### config.mk
export PLATFORM = sky130hd
export DESIGN_NAME = varredura_teclado
export DESIGN_NICKNAME = d
export VERILOG_FILES = /design/src/rtl/varredura_teclado.sv
export SDC_FILE = /design/constraint.sdc
export NUM_CORES = 1
export LEC_CHECK = 0
export CAP_MARGIN = 25
export CORE_UTILIZATION = 38
export CTS_CLUSTER_DIAMETER = 150
export DETAILED_ROUTE_END_ITERATION = 6
export PLACE_DENSITY_LB_ADDON = 0.15
export SLEW_MARGIN = 20
export SYNTH_ARGS = -nofsm -noshare
export SYNTH_HDL_FRONTEND = slang
export SYNTH_SLANG_ARGS = --single-unit
### constraint.sdc
create_clock -name clk -period 1.9 [get_ports clk]
set_input_delay 0.38 -clock clk [delete_from_list [all_inputs] [get_ports clk]]
set_output_delay 0.38 -clock clk [all_outputs]
set_load 0.02 [all_outputs]
### src/rtl/varredura_teclado.sv
// 4x4 keypad scanner/debouncer: drives one column low, samples rows, emits one pulse per debounced press.
// Optional auto-repeat while a key is held: define KEYPAD_REPEAT_EN.
module varredura_teclado #(
    parameter int SCAN_DIV        = 4,
    parameter int DEBOUNCE_CYCLES = 8,
    parameter int REPEAT_CYCLES   = 64
) (
    input  logic       clk,
    input  logic       reset,
    input  logic [3:0] linhas,
    output logic [3:0] colunas,
    output logic       tecla_ativada,
    output logic [3:0] digito
);

    localparam int DIV_W = (SCAN_DIV > 1) ? $clog2(SCAN_DIV) : 1;
    localparam int DEB_W = (DEBOUNCE_CYCLES > 1) ? $clog2(DEBOUNCE_CYCLES) : 1;
    localparam logic [DIV_W-1:0] DIV_LAST = DIV_W'(SCAN_DIV - 1);
    localparam logic [DEB_W-1:0] DEB_LAST = DEB_W'(DEBOUNCE_CYCLES - 1);

`ifdef KEYPAD_REPEAT_EN
    localparam int REP_W = (REPEAT_CYCLES > 2) ? $clog2(REPEAT_CYCLES) : 1;
    // Fires one cycle early: the extra PRESSED cycle completes the REPEAT_CYCLES period.
    localparam logic [REP_W-1:0] REP_FIRE = REP_W'(REPEAT_CYCLES - 2);
    logic [REP_W-1:0] rep_cnt;
`endif

    typedef enum logic [1:0] {SCAN, DEBOUNCE, PRESSED, HELD} state_t;

    state_t           state;
    logic [3:0]       sync1;
    logic [3:0]       ls;
    logic [1:0]       col;
    logic [1:0]       row;
    logic [DIV_W-1:0] div_cnt;
    logic [DEB_W-1:0] deb_cnt;
    logic [DEB_W-1:0] rel_cnt;

    logic             single_low;
    logic [1:0]       low_row;
    logic [3:0]       row_pat;

    function automatic logic [3:0] col_drive(input logic [1:0] c);
        col_drive = ~(4'b0001 << c);
    endfunction

    function automatic logic [3:0] key_code(input logic [1:0] r, input logic [1:0] c);
        case ({r, c})
            4'h0: key_code = 4'd1;
            4'h1: key_code = 4'd2;
            4'h2: key_code = 4'd3;
            4'h3: key_code = 4'd10;
            4'h4: key_code = 4'd4;
            4'h5: key_code = 4'd5;
            4'h6: key_code = 4'd6;
            4'h7: key_code = 4'd11;
            4'h8: key_code = 4'd7;
            4'h9: key_code = 4'd8;
            4'hA: key_code = 4'd9;
            4'hB: key_code = 4'd12;
            4'hC: key_code = 4'd14;
            4'hD: key_code = 4'd0;
            4'hE: key_code = 4'd15;
            default: key_code = 4'd13;
        endcase
    endfunction

    // Only a single low row is a valid press; two or more low rows are ghosting.
    always_comb begin
        single_low = 1'b1;
        low_row    = 2'd0;
        case (ls)
            4'b1110: low_row = 2'd0;
            4'b1101: low_row = 2'd1;
            4'b1011: low_row = 2'd2;
            4'b0111: low_row = 2'd3;
            default: single_low = 1'b0;
        endcase
    end

    assign row_pat = ~(4'b0001 << row);

    always_ff @(posedge clk) begin
        if (reset) begin
            sync1         <= 4'b1111;
            ls            <= 4'b1111;
            state         <= SCAN;
            col           <= 2'd0;
            row           <= 2'd0;
            colunas       <= 4'b1110;
            div_cnt       <= '0;
            deb_cnt       <= '0;
            rel_cnt       <= '0;
            tecla_ativada <= 1'b0;
            digito        <= 4'd0;
`ifdef KEYPAD_REPEAT_EN
            rep_cnt       <= '0;
`endif
        end else begin
            sync1         <= linhas;
            ls            <= sync1;
            tecla_ativada <= 1'b0;
            case (state)
                SCAN: begin
                    if (div_cnt == DIV_LAST) begin
                        div_cnt <= '0;
                        if (single_low) begin
                            row     <= low_row;
                            deb_cnt <= '0;
                            state   <= DEBOUNCE;
                        end else begin
                            col     <= col + 2'd1;
                            colunas <= col_drive(col + 2'd1);
                        end
                    end else begin
                        div_cnt <= div_cnt + 1'b1;
                    end
                end
                DEBOUNCE: begin
                    if (ls != row_pat) begin
                        state   <= SCAN;
                        div_cnt <= '0;
                        col     <= col + 2'd1;
                        colunas <= col_drive(col + 2'd1);
                    end else if (deb_cnt == DEB_LAST) begin
                        state         <= PRESSED;
                        tecla_ativada <= 1'b1;
                        digito        <= key_code(row, col);
                    end else begin
                        deb_cnt <= deb_cnt + 1'b1;
                    end
                end
                PRESSED: begin
                    state   <= HELD;
                    rel_cnt <= '0;
`ifdef KEYPAD_REPEAT_EN
                    rep_cnt <= '0;
`endif
                end
                HELD: begin
                    if (!ls[row]) begin
                        rel_cnt <= '0;
`ifdef KEYPAD_REPEAT_EN
                        if (rep_cnt == REP_FIRE) begin
                            state         <= PRESSED;
                            tecla_ativada <= 1'b1;
                        end else begin
                            rep_cnt <= rep_cnt + 1'b1;
                        end
`endif
                    end else begin
`ifdef KEYPAD_REPEAT_EN
                        rep_cnt <= '0;
`endif
                        if (rel_cnt == DEB_LAST) begin
                            state   <= SCAN;
                            div_cnt <= '0;
                            col     <= col + 2'd1;
                            colunas <= col_drive(col + 2'd1);
                        end else begin
                            rel_cnt <= rel_cnt + 1'b1;
                        end
                    end
                end
                default: state <= SCAN;
            endcase
        end
    end

    assert property (@(posedge clk) disable iff (reset) tecla_ativada |=> !tecla_ativada);
    assert property (@(posedge clk) disable iff (reset) $countones(~colunas) == 1);

endmodule
==> impl_metrics.tcl <==
set metrics [dict create \
    syn-num-nets 177 \
    tritoncts "yes" \
    finalCritPeriodShare_pct 93.4 \
    io_pins 15 \
    syn2layout_area_growth_pct 20.3 \
    die_y_um 65.7 \
    cts_num_sinks 31 \
    rsz0062_at_grt "no" \
    post_dp_cell_area_um2 1750 \
    coreArea_um2 3770 \
    max_slew_margin_pct 70.2 \
    gr-total-overflow 0 \
    startpoint_type "register" \
    syn-mean-instance-area_um2 9.65 \
    insertion_delay_ns 0.28 \
    finalSetupTns_ns 0 \
    num_vias 1194 \
    cts.path.max_buffers 2 \
    num_antenna_cells 0 \
    viasPerCell 5.26 \
    cts_resized 0 \
    fin_crit_ns 1.77 \
    tightestPinTransition_ns 0.446 \
    place_inst 219 \
    crit_chain "mux4_2, nand3_1, o22ai_1, a21oi_4, mux2_1" \
    utilization_pct 49.3 \
    final_antenna_net_count 0 \
    cts_hold_buf 0 \
    timing_hold_violations_final 0 \
    dp_hpwl_um 2200 \
    fp-row-count 22 \
    ys_types 42 \
    drt_iter0_drc 19 \
    grt_pass1_wl_um 4950 \
    die-area_um2 4320 \
    maxCapViolations 0 \
    synth_cells 160 \
    ys_ff_latch 31 \
    initial_utilization_pct 40.9 \
    io_buffer_count 14 \
    p_total_mw 1.32 \
    clk_pin_slew_ns 0.07 \
    ys_warn_count 0 \
    final_cells 227 \
    cp-end-kind "register" \
    numCtsBuffers 5 \
    crit_arrival_ns 1.94 \
    antenna_found_initial 0 \
    die_x_um 65.7 \
    htree_levels 2 \
    firstDrtPassIters 4 \
    hold_path_depth 1 \
    p_leak_nw 0.734 \
    use_met3_pct 5.03 \
    worstPathMaxFanout 4 \
    postCtsSetupBuffers 0 \
    drc 0 \
    top_usage_layer "met2" \
    slowest_delay_ns 0.53 \
    grt_max_degree 14 \
    fin_skew_ns 0.00760 \
    power_density_nw_per_um2 712 \
    met1_usage_pct 16.5 \
    layout.nets 195 \
    status "completed" \
    fmax_mhz 563 \
    cp_slowest_cell "mux4_2" \
    setup_violations 0 \
    use_met2_pct 26.3 \
    syn_area_um2 1540 \
    ir_drop_v 0.000347 \
    drive_gt1_share_pct 17.9 \
    detail_route.wl_per_cell_um 13.4 \
    yosysSeqAreaShare_pct 40.2 \
    grt_usage_pct 15.6 \
    drv_slew 0 \
    wirelength_um 3040 \
    ff2ff_path_depth 5 \
    fin_area_um2 1860 \
    gp_congestion 0.741 \
    hold_path.class "register to register" \
    required_ns 2.07 \
    critPathKind "register to register" \
    grt_pass1_vias 1160 \
    root_buffer "clkbuf_8" \
]
## cell type report
| class | count | area [µm²] |
|---|---|---|
| Timing Repair Buffer | 20 | 185 |
| Fill cell | 352 | 1910 |
| Multi-Input combinational cell | 116 | 875 |
| Clock buffer | 8 | 100 |
| Tap cell | 48 | 60.1 |
| Inverter | 4 | 15.0 |
| Sequential cell | 31 | 623 |
## layer usage
layer  up-vias  routed length [µm]
met1       565                1340
li1        603                   -
met5         -                   0
met3        10                 103
met2        16                1510
met4         0                  82
## cell usage in the layout (no fill, tap or decap), types with 2 or more instances in the layout
master           Yosys  final
dfxtp_1             31     29
nor2_1              15     15
clkdlybuf4s50_1      0     14
nand2_1             11     11
ha_1                11     11
or2_2                9      9
mux2i_1              9      9
a21oi_1              9      9
clkbuf_8             0      7
buf_4                1      6
inv_1                4      4
nand3b_1             4      4
o211ai_1             4      4
nor2b_1              4      4
nand3_1              3      3
nor3_1               3      3
nand4b_1             2      2
a21oi_4              2      2
a31o_1               2      2
or3b_1               2      2
xnor2_1              2      2
a22oi_1              2      2
mux2_1               2      2
or3_1                2      2
a311oi_1             2      2
dfxtp_2              0      2
## Yosys cell counts (all sizes together)
cell,instances,area (µm²)
or2,9,56.3
mux2i,9,90.1
o211ai,5,42.5
nand3,4,25.0
o41ai,1,8.76
a31o,2,17.5
o22ai,2,12.5
a211oi,1,7.51
nor3b,1,7.51
mux4,1,22.5
a211o,1,8.76
mux2,2,22.5
or3b,3,28.8
inv,4,15.0
o2111ai,1,8.76
and4b,1,10.0
nand2,11,41.3
clkbuf,6,23.8
xnor2,2,17.5
buf,3,16.3
o21ai,2,21.3
and2b,1,7.51
nor3,3,15.0
dfxtp,31,621
nand3b,4,30.0
nor2,15,56.3
o21a,1,7.51
nand4b,2,17.5
a311oi,2,17.5
ha,11,138
a22oi,2,15.0
nor2b,4,25.0
or3,2,12.5
a21oi,11,77.6
## per-stage QoR
| stage | hold WS, ns | worst slack, ns |
|---|---|---|
| finish | 0.407 | 0.125 |
| global placement | 0.394 | 0.130 |
| global route | 0.430 | 0.0216 |
| detailed placement | 0.398 | 0.0872 |
| floorplan | 0.389 | 0.112 |
| CTS | 0.408 | 0.0710 |
## worst paths after layout
path	start	endpoint	slack, ns
worst max-delay path	row[0]	colunas[0]	0.13
worst min-delay path	sync1[0]	ls[0]	0.41
worst max register to register	row[0]	colunas[0]	0.13
worst min register to register	sync1[0]	ls[0]	0.41
## flip-flops by register name (all words and copies together), names as in the netlist, named ones only
signal,flops
state,1
tecla_ativada,1
ls,4
col,2
deb_cnt,3
digito,4
rel_cnt,3
colunas,4
div_cnt,2
row,2
sync1,4
## report_power, final
part / total (mW) / internal, mW / switching (mW)
clock: 0.558 / 0.330 / 0.229
combinational: 0.0861 / 0.0441 / 0.0421
sequential: 0.678 / 0.665 / 0.0130
## worst max-delay path, delay by kind of cell, from the launching register on
kind            cells  cell delay [ns]
compound gates      2             0.31
simple gates        1             0.12
mux                 2             0.86
flops               1             0.36
## cell families (layout without fill, tap and decap cells)
group,Yosys count,in the layout,share of synthesized area (%)
muxes,12,12,8.75
adders and majority gates,11,11,8.91
xor gates and xnor gates,2,2,1.13
and+or+nand+nor,60,60,21.6
DFF,31,31,40.2
AOI/OAI and AO/OA,31,31,15.9
buffers and inverters,13,32,3.56
Note: power is estimated with default switching activity, not from simulation.
